--- src/rtl/iterative_subtract_compare_pkg.sv ---
// Shared definitions for the iterative subtract/compare unit: FSM encoding
// and helpers that size the slice counter from the operand geometry.
package iterative_subtract_compare_pkg;

    typedef enum logic [1:0] {
        IDLE = 2'd0,
        BUSY = 2'd1,
        DONE = 2'd2
    } state_t;

    function automatic int num_chunks(input int width, input int chunk);
        return width / chunk;
    endfunction

    // A single-slice configuration still needs a 1-bit counter register.
    function automatic int cnt_width(input int nchunk);
        return (nchunk <= 1) ? 1 : $clog2(nchunk);
    endfunction

endpackage

--- src/rtl/iterative_subtract_compare_csel_slice.sv ---
// Combinational carry-select slice: both carry-in cases are summed in
// parallel and the incoming carry only drives the final mux.
module csel_slice #(
    parameter int CHUNK = 8
) (
    input  logic [CHUNK-1:0] a,
    input  logic [CHUNK-1:0] b_inv,
    input  logic             cin,
    output logic [CHUNK-1:0] sum,
    output logic             cout,
    output logic             msb_cin
);

    logic [CHUNK:0] sum0;
    logic [CHUNK:0] sum1;

    assign sum0 = {1'b0, a} + {1'b0, b_inv};
    assign sum1 = {1'b0, a} + {1'b0, b_inv} + {{CHUNK{1'b0}}, 1'b1};

    assign sum  = cin ? sum1[CHUNK-1:0] : sum0[CHUNK-1:0];
    assign cout = cin ? sum1[CHUNK]     : sum0[CHUNK];

    // Carry into the top bit is recovered from the selected sum bit.
    assign msb_cin = sum[CHUNK-1] ^ a[CHUNK-1] ^ b_inv[CHUNK-1];

endmodule

--- src/rtl/iterative_subtract_compare.sv ---
// Multi-cycle A - B unit: one CHUNK-wide carry-select slice per clock,
// producing difference, carry, signed overflow and compare flags.
module iterative_subtract_compare
    import iterative_subtract_compare_pkg::*;
#(
    parameter int WIDTH = 32,
    parameter int CHUNK = 8
) (
    input  logic             clock,
    input  logic             ctrl_reset_n,
    input  logic             in_valid,
    output logic             in_ready,
    input  logic [WIDTH-1:0] data_operandA,
    input  logic [WIDTH-1:0] data_operandB,
    input  logic             ctrl_signed,
    output logic             out_valid,
    input  logic             out_ready,
    output logic [WIDTH-1:0] data_result,
    output logic             cout,
    output logic             overflow,
    output logic             isNotEqual,
    output logic             isLessThan,
    output state_t           fsm_state
);

    // Handshake: a transfer happens on a rising edge where valid and ready
    // are both high; out_valid holds with stable data until out_ready.
    localparam int NCHUNK = num_chunks(WIDTH, CHUNK);
    localparam int CW     = cnt_width(NCHUNK);

    state_t            state_q;
    state_t            state_d;
    logic [WIDTH-1:0]  a_q;
    logic [WIDTH-1:0]  b_inv_q;
    logic              signed_q;
    logic              carry_q;
    logic [CW-1:0]     cnt_q;
    logic [WIDTH-1:0]  result_q;
    logic              cout_q;
    logic              ovf_q;
    logic              ne_q;
    logic              lt_q;

    logic              accept;
    logic              last_slice;
    logic [CHUNK-1:0]  a_slice;
    logic [CHUNK-1:0]  b_slice;
    logic [CHUNK-1:0]  slice_sum;
    logic              slice_cout;
    logic              slice_msb_cin;
    logic [WIDTH-1:0]  res_next;
    logic              ovf_next;
    logic              lt_next;

    assign accept     = in_valid & in_ready;
    assign last_slice = (cnt_q == CW'(NCHUNK - 1));

    always_ff @(posedge clock or negedge ctrl_reset_n) begin
        if (!ctrl_reset_n) begin
            state_q <= IDLE;
        end else begin
            state_q <= state_d;
        end
    end

    always_comb begin
        state_d   = state_q;
        in_ready  = 1'b0;
        out_valid = 1'b0;
        case (state_q)
            IDLE: begin
                in_ready = 1'b1;
                if (in_valid) state_d = BUSY;
            end
            BUSY: begin
                if (last_slice) state_d = DONE;
            end
            DONE: begin
                out_valid = 1'b1;
                in_ready  = out_ready;
                if (out_ready) state_d = in_valid ? BUSY : IDLE;
            end
            default: state_d = IDLE;
        endcase
    end

    // The single slice is shared by all positions through a counter-driven mux.
    always_comb begin
        a_slice = '0;
        b_slice = '0;
        for (int i = 0; i < NCHUNK; i++) begin
            if (cnt_q == CW'(i)) begin
                a_slice = a_q[i*CHUNK +: CHUNK];
                b_slice = b_inv_q[i*CHUNK +: CHUNK];
            end
        end
    end

    csel_slice #(
        .CHUNK (CHUNK)
    ) u_slice (
        .a       (a_slice),
        .b_inv   (b_slice),
        .cin     (carry_q),
        .sum     (slice_sum),
        .cout    (slice_cout),
        .msb_cin (slice_msb_cin)
    );

    always_comb begin
        res_next = result_q;
        for (int i = 0; i < NCHUNK; i++) begin
            if (cnt_q == CW'(i)) res_next[i*CHUNK +: CHUNK] = slice_sum;
        end
    end

    assign ovf_next = slice_msb_cin ^ slice_cout;
    assign lt_next  = signed_q ? (slice_sum[CHUNK-1] ^ ovf_next) : ~slice_cout;

    always_ff @(posedge clock or negedge ctrl_reset_n) begin
        if (!ctrl_reset_n) begin
            a_q      <= '0;
            b_inv_q  <= '0;
            signed_q <= 1'b0;
            carry_q  <= 1'b0;
            cnt_q    <= '0;
            result_q <= '0;
            cout_q   <= 1'b0;
            ovf_q    <= 1'b0;
            ne_q     <= 1'b0;
            lt_q     <= 1'b0;
        end else if (accept) begin
            a_q      <= data_operandA;
            b_inv_q  <= ~data_operandB;
            signed_q <= ctrl_signed;
            carry_q  <= 1'b1;
            cnt_q    <= '0;
        end else if (state_q == BUSY) begin
            result_q <= res_next;
            carry_q  <= slice_cout;
            cnt_q    <= last_slice ? '0 : cnt_q + 1'b1;
            if (last_slice) begin
                cout_q <= slice_cout;
                ovf_q  <= ovf_next;
                ne_q   <= |res_next;
                lt_q   <= lt_next;
            end
        end
    end

    assign data_result = result_q;
    assign cout        = cout_q;
    assign overflow    = ovf_q;
    assign isNotEqual  = ne_q;
    assign isLessThan  = lt_q;
    assign fsm_state   = state_q;

endmodule

--- config.mk ---
export PLATFORM = sky130hd
export DESIGN_NAME = iterative_subtract_compare
export DESIGN_NICKNAME = d
export VERILOG_FILES = /design/src/rtl/iterative_subtract_compare_pkg.sv /design/src/rtl/iterative_subtract_compare_csel_slice.sv /design/src/rtl/iterative_subtract_compare.sv
export SDC_FILE = /design/constraint.sdc
export NUM_CORES = 1
export LEC_CHECK = 0
export CAP_MARGIN = 5
export CORE_MARGIN = 3
export CORE_UTILIZATION = 55
export DETAILED_ROUTE_END_ITERATION = 10
export PLACE_DENSITY = 0.82
export SYNTH_ARGS = -nofsm -noshare
export SYNTH_HDL_FRONTEND = slang
export SYNTH_SLANG_ARGS = --single-unit
--- constraint.sdc ---
create_clock -name clock -period 10.9 [get_ports clock]
set_clock_uncertainty 0.2 [all_clocks]
set_input_delay 2.18 -clock clock [delete_from_list [all_inputs] [get_ports clock]]
set_output_delay 2.18 -clock clock [all_outputs]
set_load 0.02 [all_outputs]
==> impl_metrics.json <==
{
  "status": "complete, no violations",
  "critPathArrivalTime_ps": 3730,
  "drt_wl_total_mm": 12.5,
  "first_pass_iters": 5,
  "synth-seq-cells": 106,
  "cp_max_fo": 3,
  "syn_nets": 675,
  "min_from": "a_q[17]",
  "area_growth_pct": 25.0,
  "syn_avg_cell_area_sq_um": 8.85,
  "vias": 4561,
  "drtAntennaViolNets": 0,
  "ff2ff_setup_slack_ps": 5200,
  "yosys.area.top_type": "dfrtp_1",
  "whs_ps": 279,
  "dr_wl_met2_mm": 5.88,
  "m1WireLength_mm": 5.59,
  "tightest_slew_ps": 1220,
  "port-buffer-count": 108,
  "grt_pass1_vias": 4262,
  "post_cts_resize_count": 0,
  "r2r_cells": 16,
  "finalSetupTns_ps": 0,
  "start_util_pct": 58.3,
  "grt_pass1_wl_mm": 20.8,
  "r2r_end": "isNotEqual",
  "rsz0062_at_grt": "no",
  "gp_congestion": 0.895,
  "cts_root_buf": "clkbuf_8",
  "post_cts_buffers": 0,
  "cts_buffers": 9,
  "slew_headroom_pct": 18.8,
  "netlist_instances": 592,
  "drv_cap": 0,
  "coreArea_sq_um": 8980,
  "crit_type": "input port to primary output",
  "post-route-period-util_pct": 56.1,
  "dp_cells": 792,
  "die_w_um": 104,
  "design.portCount": 109,
  "fin_crit_ps": 6110,
  "cts.hold.buffers_added": 0,
  "clk_latency_ps": 370,
  "synth_edf_count": 0,
  "clkTransAtPathRegs_ps": 100,
  "drv_slew": 0,
  "cts_tree": "done",
  "die_h_um": 104,
  "hold_viol": 0,
  "async_flop_share_pct": 100,
  "drc": 0,
  "ys.flop_type": "dfrtp_1",
  "synth_cell_types": 54,
  "antennaDiodeCount": 0,
  "timing.fmax_ghz": 0.164,
  "wl_met3_um": 821,
  "ctsHtreeMaxLevel": 3,
  "hold_path.class": "flip-flop to flip-flop",
  "drt_iter0_markers": 195,
  "synth_top_area_share_pct": 50.7,
  "dp_hpwl_mm": 9.20,
  "final_nets": 760,
  "drive_above_1_share_pct": 4.25,
  "reg2reg_from": "cnt_q[1]",
  "ys_seq_area_share_pct": 50.7,
  "hold_depth": 2,
  "setup_violations": 0,
  "n_fill_cell": 680,
  "grt_max_degree": 100,
  "highest_layer": "met4",
  "antenna_found_initial": 0,
  "min_to": "a_q[17]",
  "synth_area_sq_um": 5240,
  "critPathRequiredTime_ps": 8520,
  "rows": 34,
  "clock_path_buffers": 2,
  "wl_per_cell_um": 15.5,
  "fin_cells": 808,
  "cp-start-kind": "input port",
  "grt_usage_pct": 23.8,
  "cts.sinks": 106,
  "viasPerCell": 5.64,
  "final_util_pct": 72.9,
  "end_kind": "primary output",
  "synth_warnings": 0,
  "die_area_sq_um": 10700,
  "synth_area_leaders": "dfrtp_1 (51%), nand2_1 (14%), o21ai_0 (9.5%)",
  "overflow": 0
}
==> worst max-delay path by stage <==
| stage | from | to |
|---|---|---|
| after global placement | out_ready | in_ready |
| after floorplan | out_ready | in_ready |
| final | out_ready | in_ready |
| after global routing | cnt_q[1] | isNotEqual |
| after detailed placement | out_ready | in_ready |
| after CTS | out_ready | in_ready |
==> cell type report <==
| class | count | area (sq um) | area share (%) |
|---|---|---|---|
| flip-flops and latches | 106 | 2650 | 40.5 |
| multi-input cells | 442 | 2410 | 36.8 |
| repair buffers | 112 | 1110 | 16.9 |
| inverters | 6 | 22.5 | 0.344 |
| clock inverters | 5 | 63.8 | 0.975 |
| well taps | 126 | 158 | 2.41 |
| clock buffers | 11 | 131 | 2.01 |
==> cells by family after synthesis <==
kind of cell / share of synthesized area [%]
and+or+nand+nor: 20.3
AOI/OAI and AO/OA: 18.7
DFF: 50.7
buffers and inverters: 3.35
adders and majority gates: 3.49
xor gates and xnor gates: 3.13
muxes: 0.382
==> Yosys cell counts (2+ instances only) <==
cell type / instances
xor2_1: 3
xnor2_1: 5
mux2i_1: 2
ha_1: 13
a21oi_1: 12
inv_1: 6
a211oi_1: 2
a21o_1: 3
clkbuf_1: 34
nand2_1: 197
dfrtp_1: 106
a2111oi_0: 3
a31oi_1: 4
o21ai_0: 99
a221oi_1: 4
o31ai_1: 2
nand3_1: 7
nand4_1: 3
o21ai_1: 3
o2111ai_1: 2
and2_1: 2
nor2_1: 14
buf_2: 2
or2_2: 2
a211o_1: 2
and3_1: 3
xor3_1: 3
o21a_1: 2
nor4_1: 4
nor3_1: 7
a221o_1: 13
nor2b_1: 6
==> cells in the final DEF (no fill, tap or decap), types with 3 or more instances in the layout <==
cell type / netlist / routed
nor2_1: 14 / 14
a2111oi_0: 3 / 3
nor2b_1: 6 / 6
nor4_1: 4 / 4
o21ai_1: 3 / 3
nand2_1: 197 / 196
and3_1: 3 / 3
nand3_1: 7 / 7
clkbuf_8: 0 / 9
xor3_1: 3 / 3
nor3_1: 7 / 7
a31oi_1: 4 / 4
a221oi_1: 4 / 4
o21ai_0: 99 / 99
a21oi_1: 12 / 12
nand4_1: 3 / 3
xor2_1: 3 / 3
clkdlybuf4s50_1: 0 / 107
xnor2_1: 5 / 5
dfrtp_1: 106 / 106
clkinvlp_4: 0 / 3
a21o_1: 3 / 3
ha_1: 13 / 13
inv_1: 6 / 6
buf_4: 0 / 5
a221o_1: 13 / 13
==> state kept, by name, summed over array words and instances (netlist names) <==
register,count
a_q,32
b_inv_q,32
data_result,32
cnt_q,2
fsm_state,2
carry_q,1
cout,1
isLessThan,1
isNotEqual,1
overflow,1
signed_q,1
==> per-stage QoR <==
| stage | setup WS [ps] | area (sq um) |
|---|---|---|
| floorplan | 5890 | 5240 |
| global placement | 4800 | 6350 |
| detailed placement | 4810 | 6350 |
| CTS | 4790 | 6550 |
| global route | 4570 | 6550 |
| finish | 4790 | 6550 |
==> worst max-delay path, cell delays in order <==
cell and delay [ps]:
clkdlybuf4s50_1 450, inv_1 50, a21oi_1 360, clkdlybuf4s50_1 690
==> layer usage <==
metal / global-route usage [%] / up-vias
met3: 3.42 / 22
met2: 37.4 / 191
met1: 34.1 / 2142
met5: 0 / -
met4: 8.74 / 0
li1: - / 2206
Power is not shown: default switching activity piles up to over one toggle a cycle in this logic, so the estimate is an artifact.
